**config.mk**
```make
export PLATFORM = sky130hd
export DESIGN_NAME = vga_timing_gen
export DESIGN_NICKNAME = d
export VERILOG_FILES = /design/src/rtl/vga_timing_pkg.sv /design/src/rtl/vga_delay_line.sv /design/src/rtl/vga_timing_gen.sv
export SDC_FILE = /design/constraint.sdc
export NUM_CORES = 1
export LEC_CHECK = 0
export ABC_CLOCK_PERIOD_IN_PS = 3100
export CAP_MARGIN = 20
export CORE_MARGIN = 1
export CORE_UTILIZATION = 40
export CTS_CLUSTER_SIZE = 25
export DETAILED_ROUTE_END_ITERATION = 10
export GPL_ROUTABILITY_DRIVEN = 0
export HOLD_SLACK_MARGIN = 0.05
export PLACE_DENSITY = 0.71
export SETUP_SLACK_MARGIN = 0.4
export SYNTH_ARGS = -nofsm -noshare
export SYNTH_HDL_FRONTEND = slang
export SYNTH_HIERARCHICAL = 1
export SYNTH_SLANG_ARGS = --single-unit
```
**constraint.sdc**
```tcl
create_clock -name vga_clk -period 3.1 [get_ports vga_clk]
set_input_delay 0.62 -clock vga_clk [delete_from_list [all_inputs] [get_ports vga_clk]]
set_output_delay 0.62 -clock vga_clk [all_outputs]
set_load 0.01 [all_outputs]
```
**src/rtl/vga_timing_pkg.sv**
```systemverilog
// Shared timing constants, FSM encoding and width helper for the VGA timing generator.
package vga_timing_pkg;

  typedef enum logic [1:0] {
    ST_IDLE     = 2'd0,
    ST_RUN      = 2'd1,
    ST_STOPPING = 2'd2
  } vga_state_e;

  // 640x480 @ 60 Hz
  localparam int unsigned VGA640_H_ACTIVE = 640;
  localparam int unsigned VGA640_H_FP     = 16;
  localparam int unsigned VGA640_H_SYNC   = 96;
  localparam int unsigned VGA640_H_BP     = 48;
  localparam int unsigned VGA640_V_ACTIVE = 480;
  localparam int unsigned VGA640_V_FP     = 10;
  localparam int unsigned VGA640_V_SYNC   = 2;
  localparam int unsigned VGA640_V_BP     = 33;

  // 800x600 @ 60 Hz
  localparam int unsigned SVGA800_H_ACTIVE = 800;
  localparam int unsigned SVGA800_H_FP     = 40;
  localparam int unsigned SVGA800_H_SYNC   = 128;
  localparam int unsigned SVGA800_H_BP     = 88;
  localparam int unsigned SVGA800_V_ACTIVE = 600;
  localparam int unsigned SVGA800_V_FP     = 1;
  localparam int unsigned SVGA800_V_SYNC   = 4;
  localparam int unsigned SVGA800_V_BP     = 23;

  // Counter width for a count range of 0..total-1; never narrower than one bit.
  function automatic int unsigned cnt_width(input int unsigned total);
    return (total <= 2) ? 1 : $clog2(total);
  endfunction

endpackage

```
**src/rtl/vga_delay_line.sv**
```systemverilog
// Parametrised-depth shift register with a reset value; DEPTH=0 is a plain wire.
module vga_delay_line #(
  parameter int unsigned       WIDTH   = 1,
  parameter int unsigned       DEPTH   = 1,
  parameter logic [WIDTH-1:0]  RST_VAL = '0
) (
  input  logic             clk,
  input  logic             rst,
  input  logic [WIDTH-1:0] d,
  output logic [WIDTH-1:0] q
);

  if (DEPTH == 0) begin : g_wire
    logic unused_clk_rst;
    assign unused_clk_rst = clk ^ rst;
    assign q = d;
  end else begin : g_shift
    logic [WIDTH-1:0] stage_q [DEPTH];
    logic [WIDTH-1:0] stage_d [DEPTH];

    always_comb begin
      stage_d[0] = d;
      for (int unsigned i = 1; i < DEPTH; i++) begin
        stage_d[i] = stage_q[i-1];
      end
    end

    always_ff @(posedge clk) begin
      if (rst) begin
        for (int unsigned i = 0; i < DEPTH; i++) begin
          stage_q[i] <= RST_VAL;
        end
      end else begin
        stage_q <= stage_d;
      end
    end

    assign q = stage_q[DEPTH-1];
  end

endmodule

```
**src/rtl/vga_timing_gen.sv**
```systemverilog
// Parametrised VGA timing generator with pixel-request latency compensation.
module vga_timing_gen
  import vga_timing_pkg::*;
#(
  parameter int unsigned H_ACTIVE = VGA640_H_ACTIVE,
  parameter int unsigned H_FP     = VGA640_H_FP,
  parameter int unsigned H_SYNC   = VGA640_H_SYNC,
  parameter int unsigned H_BP     = VGA640_H_BP,
  parameter int unsigned V_ACTIVE = VGA640_V_ACTIVE,
  parameter int unsigned V_FP     = VGA640_V_FP,
  parameter int unsigned V_SYNC   = VGA640_V_SYNC,
  parameter int unsigned V_BP     = VGA640_V_BP,
  parameter bit          HS_POL   = 1'b0,
  parameter bit          VS_POL   = 1'b0,
  parameter int unsigned RGB_W    = 24,
  parameter int unsigned DATA_LAT = 1,
  parameter int unsigned FCNT_W   = 16,
  localparam int unsigned H_TOTAL = H_ACTIVE + H_FP + H_SYNC + H_BP,
  localparam int unsigned V_TOTAL = V_ACTIVE + V_FP + V_SYNC + V_BP,
  localparam int unsigned CW      = cnt_width(H_TOTAL),
  localparam int unsigned CW_V    = cnt_width(V_TOTAL)
) (
  input  logic              vga_clk,
  input  logic              sys_rst,
  input  logic              enable,
  input  logic [RGB_W-1:0]  pixel_data,
  output logic              pixel_req,
  output logic [CW-1:0]     pixel_xpos,
  output logic [CW_V-1:0]   pixel_ypos,
  output logic              line_start,
  output logic              frame_start,
  output logic [FCNT_W-1:0] frame_cnt,
  output logic              busy,
  output logic              vga_hs,
  output logic              vga_vs,
  output logic              vga_de,
  output logic [RGB_W-1:0]  vga_rgb
);

  if (RGB_W == 0 || FCNT_W == 0 || H_ACTIVE == 0 || V_ACTIVE == 0) begin : g_bad_width
    $error("vga_timing_gen: width parameters must be non-zero");
  end
  if (DATA_LAT > 8) begin : g_bad_lat
    $error("vga_timing_gen: DATA_LAT must be in 0..8");
  end

  localparam logic [CW-1:0]   H_LAST = CW'(H_TOTAL - 1);
  localparam logic [CW_V-1:0] V_LAST = CW_V'(V_TOTAL - 1);

  vga_state_e        state_q, state_d;
  logic [CW-1:0]     h_cnt_q, h_cnt_d;
  logic [CW_V-1:0]   v_cnt_q, v_cnt_d;
  logic [FCNT_W-1:0] frame_cnt_q, frame_cnt_d;
  logic              running, h_last, frame_last;
  logic              hs_raw, vs_raw, de_raw;
  logic              hs_dly, vs_dly, de_dly;
  logic              vga_hs_q, vga_hs_d, vga_vs_q, vga_vs_d, vga_de_q, vga_de_d;
  logic [RGB_W-1:0]  vga_rgb_q, vga_rgb_d;

  assign h_last     = (h_cnt_q == H_LAST);
  assign frame_last = h_last && (v_cnt_q == V_LAST);

  always_ff @(posedge vga_clk) begin
    if (sys_rst) begin
      state_q <= ST_IDLE;
    end else begin
      state_q <= state_d;
    end
  end

  // STOPPING keeps counting like RUN so a re-raised enable causes no timing jump.
  always_comb begin
    state_d = state_q;
    unique case (state_q)
      ST_IDLE:              if (enable) state_d = ST_RUN;
      ST_RUN, ST_STOPPING: begin
        if (enable)          state_d = ST_RUN;
        else if (frame_last) state_d = ST_IDLE;
        else                 state_d = ST_STOPPING;
      end
      default:              state_d = ST_IDLE;
    endcase
  end

  always_comb begin
    running     = (state_q != ST_IDLE);
    busy        = running;
    de_raw      = running && (32'(h_cnt_q) < H_ACTIVE) && (32'(v_cnt_q) < V_ACTIVE);
    pixel_req   = de_raw;
    line_start  = running && (h_cnt_q == '0);
    frame_start = running && (h_cnt_q == '0) && (v_cnt_q == '0);
    hs_raw      = running && (32'(h_cnt_q) >= H_ACTIVE + H_FP)
                          && (32'(h_cnt_q) <  H_ACTIVE + H_FP + H_SYNC);
    vs_raw      = running && (32'(v_cnt_q) >= V_ACTIVE + V_FP)
                          && (32'(v_cnt_q) <  V_ACTIVE + V_FP + V_SYNC);
  end

  always_comb begin
    h_cnt_d     = '0;
    v_cnt_d     = '0;
    frame_cnt_d = frame_start ? frame_cnt_q + FCNT_W'(1) : frame_cnt_q;
    if (running) begin
      h_cnt_d = h_last ? '0 : h_cnt_q + CW'(1);
      v_cnt_d = v_cnt_q;
      if (h_last) begin
        v_cnt_d = (v_cnt_q == V_LAST) ? '0 : v_cnt_q + CW_V'(1);
      end
    end
  end

  always_ff @(posedge vga_clk) begin
    if (sys_rst) begin
      h_cnt_q     <= '0;
      v_cnt_q     <= '0;
      frame_cnt_q <= '0;
    end else begin
      h_cnt_q     <= h_cnt_d;
      v_cnt_q     <= v_cnt_d;
      frame_cnt_q <= frame_cnt_d;
    end
  end

  assign pixel_xpos = h_cnt_q;
  assign pixel_ypos = v_cnt_q;
  assign frame_cnt  = frame_cnt_q;

  // Raw levels are carried active-high; polarity is applied at the output register.
  vga_delay_line #(
    .WIDTH   (3),
    .DEPTH   (DATA_LAT),
    .RST_VAL (3'b000)
  ) u_dly (
    .clk (vga_clk),
    .rst (sys_rst),
    .d   ({hs_raw, vs_raw, de_raw}),
    .q   ({hs_dly, vs_dly, de_dly})
  );

  always_comb begin
    vga_hs_d  = hs_dly ? HS_POL : ~HS_POL;
    vga_vs_d  = vs_dly ? VS_POL : ~VS_POL;
    vga_de_d  = de_dly;
    vga_rgb_d = de_dly ? pixel_data : '0;
  end

  always_ff @(posedge vga_clk) begin
    if (sys_rst) begin
      vga_hs_q  <= ~HS_POL;
      vga_vs_q  <= ~VS_POL;
      vga_de_q  <= 1'b0;
      vga_rgb_q <= '0;
    end else begin
      vga_hs_q  <= vga_hs_d;
      vga_vs_q  <= vga_vs_d;
      vga_de_q  <= vga_de_d;
      vga_rgb_q <= vga_rgb_d;
    end
  end

  assign vga_hs  = vga_hs_q;
  assign vga_vs  = vga_vs_q;
  assign vga_de  = vga_de_q;
  assign vga_rgb = vga_rgb_q;

endmodule

```
==> reports/qor.log, run 1 <==
[timing] slew at the pin closest to its max-slew limit 0.505 ns
[min_path] Worst Hold Endpoint vga_vs
[routing] number of optimization iterations in the first detailed-route pass 4
[setup_path] list of cells traversed by the critical path inv_1 > ha_4 > nor3_4 > nand3_4 > inv_1 > clkdlybuf4s50_1
[cells_and_area] Final Core Density 61.3%
[cells_and_area] # fillers 585
[setup_path] cell with the largest stage delay on the worst path clkdlybuf4s50_1
[setup_path] Critical Path RT 2.48 ns
[timing] final worst-path cycle share 82.9%
[logic_synthesis] post-synthesis async set-or-reset flop share 0%
[outcome] result of the run finished clean
[routing] via count of the routed design 2520
[floorplan] height of the die 85.9 µm
[routing] detailed-route DRC error count 0
[power_and_ir_drop] leakage power 1.52 nW
[clock_network] clock network latency to the later pin of the worst-skew pair 0.34 ns
[timing] Worst Skew 0.0108 ns
[power_and_ir_drop] PD cells 442 nW/µm²
[clock_network] total clock buffers created by CTS 9
[cells_and_area] area overhead of the layout relative to synthesis 48.1%
[timing] Setup-failing EPs final 0
[setup_path] class of the most critical setup path reg2out
[grt] GRT Total Usage 19.6%
[setup_path] worst setup slack for register-to-register paths 0.97 ns
[setup_path] Reg2Reg Capture Point frame_cnt[15]
[routing] First DRT Iteration DRCs 117
[timing] highest attainable clock frequency 389 MHz
[min_path] number of cells on the worst hold path 1
[floorplan] die span in x 85.9 µm
[routing] wire length on met2 3440 µm
[cells_and_area] total area of multi-input combinational cells 1420 µm²
[routing] wl on met1 3110 µm
[timing] slew margin rel. 66.1%
[floorplan] core area 6790 µm²
[timing] total negative setup slack 0 ns
[cells_and_area] total area of sequential cells 1360 µm²
[timing] unrepaired setup endpoints after global routing no
[grt] number of antenna violations at the first check in global routing 0
[setup_path] reg2reg start state_q[1]
[routing] wire length on met3 328 µm
[logic_synthesis] number of distinct library cells after synthesis 44
[timing] final count of pins violating max slew 0
[grt] wire length of the first global-routing pass 11300 µm
[floorplan] row count 30
[power_and_ir_drop] worst IR drop on VDD 231 µV
[place] port buffer count 93
[setup_path] Worst R2R Path Depth 8
[grt] overflow left after global routing 0
[clock_network] CTS root buffer clkbuf_8
[clock_network] clock tree from TritonCTS yes
[setup_path] CP arrival 1.95 ns
[routing] highest routing layer actually used met4
[setup_path] dominant cell type by count on the critical path inv_1
[logic_synthesis] Yosys Warn Count 6
[floorplan] number of placed I/O pins 94
[logic_synthesis] Mean Syn Cell Area 9.31 µm²
[grt] number of global-route vias before repair 2292
[timing] Hold Fails Final Rpt 0
[timing] tightest hold margin 0.386 ns
[logic_synthesis] post-synth design cell area 2810 µm²
[job] count of max-cap constraint violations 0
[grt] pin count of the biggest net entering global routing 26
[setup_path] slowest stage delay, CP 0.52 ns
[setup_path] maximum fanout along the worst path 10
[min_path] beginning of the worst hold path u_dly/q[1]
[min_path] worst hold path class reg2reg
[logic_synthesis] Post-synth EDFFs 0
[cells_and_area] number of diodes added for antenna fixing 0
[setup_path] startpoint types flip-flop
[logic_synthesis] primary flip-flop cell chosen by synthesis mapping dfxtp_1
[setup_path] family with the most delay on the worst path buffers and inverters
[logic_synthesis] instance count of the mapped netlist 302
[setup_path] count of buffer and inverter cells on the critical path 3
[clock_network] post-CTS clock slew at the launch and capture registers of the worst setup and hold paths 0.08 ns
[routing] antenna violation net count after detailed routing 0
[floorplan] Starting Density 41.4%
[routing] wire length reported by the detailed router 6950 µm
[floorplan] total die area 7370 µm²
[routing] average wire length per cell after detail routing 13.7 µm
[clock_network] maximum level of the CTS H-tree 3
[clock_network] maximum clock path buffer count 2
[timing] Period minus WS final 2.57 ns
[routing] via-per-instance ratio 4.98
[setup_path] endpoint type of the worst setup path primary output
[place] HPWL after detailed placement 4950 µm
[cells_and_area] # nets final 439
[clock_network] number of clock sinks 68
[logic_synthesis] fraction of the yosys area taken by sequential cells 48.4%
[logic_synthesis] flip-flop and latch count after synthesis 68
[cells_and_area] fraction of final layout cells sized beyond drive strength 1 10.5%
[setup_path] Setup crit start state_q[1]
[clock_network] cts-stage hold buffer count 0
[logic_synthesis] syn_nets 336
==> layout by cell type (no fill, tap or decap), types with 10 or more instances in the layout <==
| cell | count |
|---|---|
| clkdlybuf4s50_1 | 92 |
| dfxtp_1 | 68 |
| and2_1 | 27 |
| nor2_1 | 19 |
| a21oi_1 | 16 |
| nand2_1 | 15 |
| inv_1 | 14 |
| nand3_1 | 12 |
| or4_1 | 11 |
| buf_4 | 10 |
==> worst reg2reg max path, stage by stage, from the launching register on <==
cell,delay [ns]
dfxtp_1,0.37
inv_1,0.08
ha_4,0.20
nor3_4,0.24
nand3_4,0.13
buf_4,0.17
buf_4,0.17
nor4_1,0.32
mux2_1,0.35
==> flip-flops by register name, indices dropped and copies added (netlist names) <==
name and count:
pixel_ypos 10, state_q 2, pixel_xpos 10, u_dly/q 3, vga_de 1, frame_cnt 16
vga_hs 1, vga_rgb 24, vga_vs 1
==> per-stage QoR <==
stage	cells	setup slack [ns]	power [W]	area (µm²)
3_5_place_dp	484	0.338	0.00109	3850
4_1_cts	501	0.412	0.00185	4110
6_report	506	0.530	0.00184	4170
5_1_grt	506	0.433	0.00192	4170
2_1_floorplan	302	0.690	0.000994	2810
3_3_place_gp	484	0.465	0.00109	3850
==> metal layers <==
layer  vias to the layer above  GRT usage (%)
met5                         -              0
met3                         7           4.43
met1                      1174           24.7
met2                        67           31.5
li1                       1272              -
met4                         0           10.3
==> cells in the mapped netlist, drive strengths merged, types with 2 or more instances <==
cell type	instances	area share, %
inv	14	1.9
nor3	9	1.6
o31ai	9	2.4
and2	27	6.0
nand2b	2	0.44
nand4	8	1.8
and4	3	0.93
clkbuf	9	1.2
buf	2	0.31
mux2	3	1.2
and3	7	1.6
dfxtp	68	48
nand3	15	2.8
nor2b	8	1.8
nand2	15	2.0
xnor2	6	1.9
nand4b	2	0.85
nor2	19	2.5
nor4	7	2.1
or4	12	3.3
or3	7	1.6
ha	7	3.1
o21ai	10	1.9
a21oi	17	3.2
xor2	7	2.2
==> cells by family (layout without fill, tap and decap cells) <==
kind of cell,after synthesis,in the layout,synth area share [%]
and+or+nand+nor,145,145,30.8
DFF,68,68,48.4
AOI/OAI and AO/OA,40,40,8.63
buffers and inverters,25,133,3.42
xor gates and xnor gates,13,13,4.05
adders and majority gates,7,7,3.11
muxes,4,4,1.56
==> cell type report <==
type                       count  area share [%]
clock buffer                   9            2.97
clock inverter                 7            1.98
inverter                      14            1.26
multi-input combinational    209            34.0
sequential                    68            32.7
tap                           96            2.88
timing repair buffer         103            24.2
==> how the worst max path moves through the flow <==
stage / end / slack, ns / cells after the start
2_1_floorplan: frame_start / 0.69 / 8
3_3_place_gp: frame_start / 0.47 / 6
3_5_place_dp: frame_start / 0.34 / 6
4_1_cts: frame_start / 0.41 / 6
5_1_grt: line_start / 0.43 / 6
6_report: line_start / 0.53 / 6
==> report_power, final <==
part	switching, W	internal, W	leakage [nW]	total, W
combinational	0.0000859	0.000108	0.863	0.000194
clock	0.000368	0.000382	0.104	0.000750
sequential	0.00000851	0.000890	0.550	0.000898
==> timing repair <==
action | CTS | global route
pin swaps | 2 | 3
buffers inserted | 1 | 5
setup endpoints to repair | 2 | 2
gates resized for setup | 9 | 3
(Power assumes the default switching activity.)
==> inputs of run 2 (changes only) <==
--- a/config.mk
+++ b/config.mk
@@ -5,7 +5,7 @@
 export SDC_FILE = /design/constraint.sdc
 export NUM_CORES = 1
 export LEC_CHECK = 0
-export ABC_CLOCK_PERIOD_IN_PS = 3100
+export ABC_CLOCK_PERIOD_IN_PS = 2300
 export CAP_MARGIN = 20
 export CORE_MARGIN = 1
 export CORE_UTILIZATION = 40
@@ -13,7 +13,7 @@
 export DETAILED_ROUTE_END_ITERATION = 10
 export GPL_ROUTABILITY_DRIVEN = 0
 export HOLD_SLACK_MARGIN = 0.05
-export PLACE_DENSITY = 0.71
+export PLACE_DENSITY = 0.74
 export SETUP_SLACK_MARGIN = 0.4
 export SYNTH_ARGS = -nofsm -noshare
 export SYNTH_HDL_FRONTEND = slang
==> constraint.sdc (replaced) <==
create_clock -name vga_clk -period 2.3 [get_ports vga_clk]
set_input_delay 0.46 -clock vga_clk [delete_from_list [all_inputs] [get_ports vga_clk]]
set_output_delay 0.46 -clock vga_clk [all_outputs]
set_load 0.01 [all_outputs]
==> run 2 against run 1 <==
Net effect:
- critical path depth increased by 1
- non-clock buffer count increased by 24
- setup slack got worse by 0.27 ns
- via count increased by 8.7%
- clock-buffer cell count unchanged
- die area unchanged
- first-iteration DRC count decreased by 13%
- worst hold slack got worse by 0.0079 ns
- flip-flop and latch count unchanged
- sequential share of layout area decreased by 2.4 points
- largest cell class unchanged
- cell count increased by 4.7%
==> reports/qor.log, run 2 (synthesized netlist as in run 1, its figures left out) <==
[setup_path] class of the most critical setup path reg2out
[clock_network] post-CTS clock slew at the launch and capture registers of the worst setup and hold paths 0.07 ns [about the same]
[floorplan] height of the die 85.9 µm [unchanged]
[timing] total negative setup slack 0 ns [unchanged]
[cells_and_area] leading cell type in the layout, fill and taps excluded clkdlybuf4s50_1
[grt] pin count of the biggest net entering global routing 31 [+19%]
[cells_and_area] number of diodes added for antenna fixing 0 [unchanged]
[timing] highest attainable clock frequency 491 MHz
[min_path] number of cells on the worst hold path 1 [unchanged]
[cells_and_area] area overhead of the layout relative to synthesis 62.8%
[routing] First DRT Iteration DRCs 102 [-13%]
[timing] final count of pins violating max slew 0 [unchanged]
[routing] via count of the routed design 2738 [+8.7%]
[routing] wire length reported by the detailed router 7680 µm [+11%]
[grt] overflow left after global routing 0 [unchanged]
[timing] Period minus WS final 2.04 ns
[timing] Setup-failing EPs final 0 [unchanged]
[clock_network] maximum clock path buffer count 2 [unchanged]
[timing] slew margin rel. 61.0% [-5.0 points]
[cells_and_area] fraction of final layout cells sized beyond drive strength 1 26.0% [+16 points]
[power_and_ir_drop] post-route total power 0.00261 W [+42%]
[clock_network] cts-stage hold buffer count 0 [unchanged]
[floorplan] Starting Density 41.4% [unchanged]
[routing] antenna violation net count after detailed routing 0 [unchanged]
[floorplan] row count 30 [unchanged]
[floorplan] number of placed I/O pins 94 [unchanged]
[cells_and_area] # fillers 535 [-8.5%]
[cells_and_area] commonest non-fill, non-tap cells in the layout clkdlybuf4s50_1 (87), dfxtp_1 (53), and2_1 (27), buf_4 (27), nor2_1 (17)
[setup_path] startpoint types flip-flop
[floorplan] total die area 7370 µm² [unchanged]
[clock_network] clock tree from TritonCTS yes
[setup_path] Critical Path RT 1.84 ns [-0.64 ns]
[clock_network] clock network latency to the later pin of the worst-skew pair 0.34 ns [about the same]
[setup_path] endpoint type of the worst setup path primary output
[grt] GRT Total Usage 20.4% [+0.79 points]
[clock_network] maximum level of the CTS H-tree 3 [unchanged]
[place] cell area after placement 3970 µm² [+3.2%]
[routing] via-per-instance ratio 5.17 [+3.7%]
[cells_and_area] summed area of non-filler cells in the final layout 4580 µm² [+9.9%]
[setup_path] maximum fanout along the worst path 2 [-8]
[min_path] worst hold path class reg2reg
[timing] Hold Fails Final Rpt 0 [unchanged]
[power_and_ir_drop] PD cells 570 nW/µm² [+29%]
[place] Setup Slack @ Placement 0.124 ns [-0.213 ns]
[grt] wire length of the first global-routing pass 11900 µm [+5.4%]
[timing] slew at the pin closest to its max-slew limit 0.583 ns [+0.0788 ns]
[outcome] result of the run finished clean
[clock_network] number of clock sinks 68 [unchanged]
[routing] average wire length per cell after detail routing 14.5 µm [+5.5%]
[grt] number of global-route vias before repair 2534 [+11%]
[setup_path] Worst R2R Path Depth 8 [unchanged]
[grt] number of antenna violations at the first check in global routing 0 [unchanged]
[floorplan] die span in x 85.9 µm [unchanged]
[floorplan] core area 6790 µm² [unchanged]
[timing] final worst-path cycle share 88.6%
[place] port buffer count 93 [unchanged]
[place] HPWL after detailed placement 5000 µm [+0.97%]
[timing] unrepaired setup endpoints after global routing yes
[power_and_ir_drop] worst IR drop on VDD 370 µV [+60%]
[routing] number of optimization iterations in the first detailed-route pass 4 [unchanged]
[setup_path] CP arrival 1.58 ns [-0.37 ns]
[clock_network] CTS root buffer clkbuf_8
[timing] Worst Skew 0.00764 ns [-0.00319 ns]
[clock_network] total clock buffers created by CTS 9 [unchanged]
[routing] detailed-route DRC error count 0 [unchanged]
[power_and_ir_drop] leakage power 1.73 nW [+14%]
[job] count of max-cap constraint violations 0 [unchanged]
[timing] final worst-path setup slack 0.263 ns [-0.267 ns]
[cells_and_area] Largest register FFs 24 [unchanged]
[cells_and_area] # nets final 463 [+5.5%]
-- run 2: area by class of cell --
type | count | area, µm² | share of cell area [%]
Inverter | 14 | 55.1 | 1.20
Clock inverter | 7 | 98.8 | 2.16
Timing Repair Buffer | 127 | 1220 | 26.7
Multi-Input combinational cell | 209 | 1580 | 34.4
Tap cell | 96 | 120 | 2.62
Sequential cell | 68 | 1390 | 30.2
Clock buffer | 9 | 124 | 2.70
-- run 2: power breakdown --
part	switching (W)	leakage [nW]	total (W)	internal [W]
registers	0.0000117	0.558	0.00121	0.00120
logic	0.000136	1.06	0.000308	0.000172
clock network	0.000474	0.110	0.00109	0.000616
-- run 2: routing by layer --
metal	routed length [µm]	global-route usage (%)	vias to the layer above	part of all wire, %
met1	3150	24.2	1304	41
met3	374	4.14	13	4.9
met4	141	9.70	0	1.8
met5	0	0	-	0
met2	4020	35.3	99	52
li1	-	-	1322	-
-- run 2: final timing paths --
| path | start | endpoint | slack (ns) |
|---|---|---|---|
| worst min register to register | u_dly/q[2] | vga_hs | 0.38 |
| worst min-delay path | u_dly/q[2] | vga_hs | 0.38 |
| worst max-delay path | pixel_xpos[0] | frame_start | 0.26 |
| worst max register to register | pixel_xpos[0] | frame_cnt[12] | 0.34 |
-- run 2: worst max-delay path, cell delays in order (launching register included) --
cell and delay (ns):
dfxtp_4 0.36, inv_4 0.05, ha_4 0.11, nor4b_4 0.24, nand3_2 0.15, buf_6 0.15
nor2_4 0.07, buf_6 0.10
-- run 2: metrics by stage --
stage                     instances  hold slack (ns)  util (%)
after floorplan                 302            0.356         -
after global routing            530            0.395      67.4
after detailed placement        496            0.364      58.5
after CTS                       522            0.382      64.3
final                           530            0.378      67.4
after global placement          495            0.360      58.3
-- run 2: timing repair --
action	4_1_cts	5_1_grt
endpoints found under the hold margin	0	0
setup endpoints to repair	26	36
gates resized for setup	42	42
pin swaps	6	17
buffers inserted	10	8
==> inputs of run 3 (changes only) <==
--- a/config.mk
+++ b/config.mk
@@ -5,6 +5,7 @@
 export SDC_FILE = /design/constraint.sdc
 export NUM_CORES = 1
 export LEC_CHECK = 0
+export ABC_AREA = 1
 export ABC_CLOCK_PERIOD_IN_PS = 2300
 export CAP_MARGIN = 20
 export CORE_MARGIN = 1
@@ -13,7 +14,7 @@
 export DETAILED_ROUTE_END_ITERATION = 10
 export GPL_ROUTABILITY_DRIVEN = 0
 export HOLD_SLACK_MARGIN = 0.05
-export PLACE_DENSITY = 0.74
+export PLACE_DENSITY = 0.73
 export SETUP_SLACK_MARGIN = 0.4
 export SYNTH_ARGS = -nofsm -noshare
 export SYNTH_HDL_FRONTEND = slang
==> run 3 against run 2 <==
Net effect:
- flip-flop and latch count unchanged
- global-route usage increased by 0.14 points
- worst hold slack got worse by 0.0080 ns
- critical endpoint unchanged
- largest power group unchanged
==> reports/qor.log, run 3 <==
[cells_and_area] Final Core Density 62.7% [-4.7 points]
[routing] wire length reported by the detailed router 8000 µm [+4.1%]
[clock_network] CTS root buffer clkbuf_8
[logic_synthesis] area leader, netlist dfxtp_1
[cells_and_area] leading cell type in the layout, fill and taps excluded clkdlybuf4s50_1
[place] HPWL after detailed placement 5750 µm [+15%]
[clock_network] clock network latency to the later pin of the worst-skew pair 0.34 ns [about the same]
[clock_network] post-CTS clock slew at the launch and capture registers of the worst setup and hold paths 0.08 ns [about the same]
[setup_path] slowest stage delay, CP 0.33 ns [-0.03 ns]
[cells_and_area] area overhead of the layout relative to synthesis 48.8%
[power_and_ir_drop] share of total power in sequential cells 49.0% [+2.6 points]
[cells_and_area] number of diodes added for antenna fixing 0 [unchanged]
[power_and_ir_drop] PD cells 529 nW/µm² [-7.1%]
[setup_path] worst setup slack for register-to-register paths 0.51 ns [+0.17 ns]
[logic_synthesis] fraction of the yosys area taken by sequential cells 43.6% [-4.8 points]
[floorplan] core area 7410 µm² [+9.0%]
[logic_synthesis] post-synthesis async set-or-reset flop share 0% [unchanged]
[grt] wire length of the first global-routing pass 13500 µm [+13%]
[timing] slew margin rel. 54.9% [-6.1 points]
[cells_and_area] commonest non-fill, non-tap cells in the layout clkdlybuf4s50_1 (89), nor2_1 (79), nand2_1 (73)
[place] port buffer count 93 [unchanged]
[logic_synthesis] flip-flop and latch count after synthesis 68 [unchanged]
[routing] First DRT Iteration DRCs 125 [+23%]
[setup_path] class of the most critical setup path reg2out
[setup_path] Critical Path RT 1.84 ns [about the same]
[timing] final worst-path setup slack 0.367 ns [+0.104 ns]
[timing] slew at the pin closest to its max-slew limit 0.660 ns [+0.0762 ns]
[cells_and_area] total area of multi-input combinational cells 1490 µm² [-5.6%]
[clock_network] total clock buffers created by CTS 9 [unchanged]
[grt] number of antenna violations at the first check in global routing 0 [unchanged]
[logic_synthesis] Mean Syn Cell Area 7.19 µm² [-23%]
[logic_synthesis] syn_nets 468 [+39%]
[clock_network] number of clock sinks 68 [unchanged]
[timing] Hold Fails Final Rpt 0 [unchanged]
[outcome] result of the run finished clean
[timing] total negative setup slack 0 ns [unchanged]
[timing] tightest hold margin 0.370 ns [-0.00799 ns]
[floorplan] row count 31 [+3.3%]
[timing] unrepaired setup endpoints after global routing yes
[timing] final count of pins violating max slew 0 [unchanged]
[logic_synthesis] most area-consuming cells after synthesis dfxtp_1 (44%), nor2_1 (9.5%), nand2_1 (8.8%)
[logic_synthesis] primary flip-flop cell chosen by synthesis mapping dfxtp_1
[power_and_ir_drop] internal power of the cells 0.00184 W [-7.3%]
[routing] antenna violation net count after detailed routing 0 [unchanged]
[setup_path] cell with the largest stage delay on the worst path dfxtp_2
[setup_path] dominant cell type by count on the critical path inv_2
[floorplan] number of placed I/O pins 94 [unchanged]
[timing] final worst-path cycle share 84.0% [-4.5 points]
[routing] detailed-route DRC error count 0 [unchanged]
[routing] via-per-instance ratio 4.69 [-9.2%]
[cells_and_area] Largest register FFs 24 [unchanged]
[clock_network] clock tree from TritonCTS yes
[grt] GRT Total Usage 20.6% [+0.14 points]
[cells_and_area] # nets final 598 [+29%]
[setup_path] startpoint types flip-flop
[power_and_ir_drop] Switch Pwr 0.000613 W [-1.4%]
[power_and_ir_drop] fraction of power consumed by the clock network 40.4% [-1.4 points]
[clock_network] cts-stage hold buffer count 0 [unchanged]
[logic_synthesis] Post-synth EDFFs 0 [unchanged]
[grt] pin count of the biggest net entering global routing 26 [-16%]
[grt] number of global-route vias before repair 2984 [+18%]
[floorplan] Starting Density 42.1% [+0.70 points]
[logic_synthesis] top-count cell post-synth nor2_1
[logic_synthesis] instance count of the mapped netlist 434 [+44%]
[setup_path] maximum fanout along the worst path 3 [+1]
[timing] Period minus WS final 1.93 ns [-0.104 ns]
[floorplan] height of the die 90.3 µm [+5.2%]
[power_and_ir_drop] post-route total power 0.00246 W [-5.9%]
[floorplan] die span in x 90.3 µm [+5.2%]
[routing] via count of the routed design 3135 [+14%]
[clock_network] maximum level of the CTS H-tree 3 [unchanged]
[logic_synthesis] synth cell count leaders nor2_1 (79), nand2_1 (73), inv_1 (71)
[routing] average wire length per cell after detail routing 12.0 µm [-17%]
[timing] highest attainable clock frequency 517 MHz [+5.4%]
[power_and_ir_drop] Logic pwr share 10.6% [-1.2 points]
[timing] Worst Skew 0.00728 ns [-0.000360 ns]
[floorplan] total die area 8150 µm² [+11%]
[cells_and_area] total area of sequential cells 1380 µm² [-0.54%]
[cells_and_area] fraction of final layout cells sized beyond drive strength 1 18.5% [-7.6 points]
[grt] overflow left after global routing 0 [unchanged]
[power_and_ir_drop] Sw Ratio 25.0% [+1.1 points]
[setup_path] endpoint type of the worst setup path primary output
[logic_synthesis] fraction of post-synthesis cell area in the top cell type by area 43.6% [-4.8 points]
[setup_path] list of cells traversed by the critical path inv_2 > ha_4 > inv_2 > nor2_1 > nand3_1 > nor2_4 > nand2_2 > inv_2 > buf_6
[power_and_ir_drop] worst IR drop on VDD 364 µV [-1.5%]
[setup_path] CP arrival 1.47 ns [-0.11 ns]
[timing] Setup-failing EPs final 0 [unchanged]
[job] count of max-cap constraint violations 0 [unchanged]
[power_and_ir_drop] leakage power 1.98 nW [+14%]
[logic_synthesis] number of distinct library cells after synthesis 32 [-27%]
[logic_synthesis] post-synth design cell area 3120 µm² [+11%]
[place] Setup Slack @ Placement 0.112 ns [-0.0121 ns]
[min_path] worst hold path class reg2reg
[clock_network] maximum clock path buffer count 2 [unchanged]
[cells_and_area] # fillers 647 [+21%]
[logic_synthesis] Yosys Warn Count 6 [unchanged]
[routing] number of optimization iterations in the first detailed-route pass 4 [unchanged]
## run 3: cell type report
| class | count | share of cell area [%] |
|---|---|---|
| Clock buffer | 9 | 2.67 |
| Clock inverter | 7 | 1.64 |
| Inverter | 79 | 6.42 |
| Multi-Input combinational cell | 283 | 32.0 |
| Sequential cell | 68 | 29.7 |
| Tap cell | 99 | 2.67 |
| Timing Repair Buffer | 123 | 24.9 |
## run 3: worst paths after layout
path / from / end / cells past startpoint
worst max register to register: state_q[1] / pixel_ypos[2] / 9
worst min register to register: u_dly/q[2] / vga_hs / 1
worst min-delay path: u_dly/q[2] / vga_hs / 1
worst max-delay path: pixel_xpos[0] / frame_start / 9
## run 3: cells by family (layout without fill, tap and decap cells)
logic type / Yosys count / count (layout) / share of synthesized area, %
buffers and inverters: 83 / 218 / 10.2
flip-flops: 68 / 68 / 43.6
adder cells (fa/ha/maj): 7 / 7 / 2.81
AND/OR/NAND/NOR: 224 / 224 / 33.7
AO/OA/AOI/OAI: 43 / 43 / 7.14
XOR/XNOR: 9 / 9 / 2.53
## run 3: critical path, delay by kind of cell (launching register included)
| family | cells | cell delay (ns) |
|---|---|---|
| buffers and inverters | 4 | 0.26 |
| and+or+nand+nor | 4 | 0.41 |
| DFF | 1 | 0.33 |
| adders and majority gates | 1 | 0.14 |
## run 3: timing repair
action | CTS | global route
buffers inserted | 18 | 2
cloned | 0 | 0
resized for setup | 34 | 16
setup endpoints to repair | 4 | 14
pin swaps | 8 | 9
## run 3: through the flow
| step | instance area [µm²] | cells |
|---|---|---|
| 6_report | 4640 | 668 |
| 5_1_grt | 4640 | 668 |
| 4_1_cts | 4600 | 666 |
| 3_5_place_dp | 4230 | 632 |
| 3_3_place_gp | 4230 | 632 |
| 2_1_floorplan | 3120 | 434 |
## run 3: power groups by stage
stage,Clock (W),Combinational (W),Sequential [W]
2_1_floorplan,0,0.0000890,0.00124
3_3_place_gp,0,0.000213,0.00123
3_5_place_dp,0,0.000214,0.00123
4_1_cts,0.00102,0.000252,0.00120
5_1_grt,0.00109,0.000285,0.00121
6_report,0.000992,0.000259,0.00120
## run 3: metal layers
layer,track usage [%],routed length [µm]
met1,25.6,3550
met2,34.2,3900
met3,5.81,435
met4,6.72,110
met5,0,0
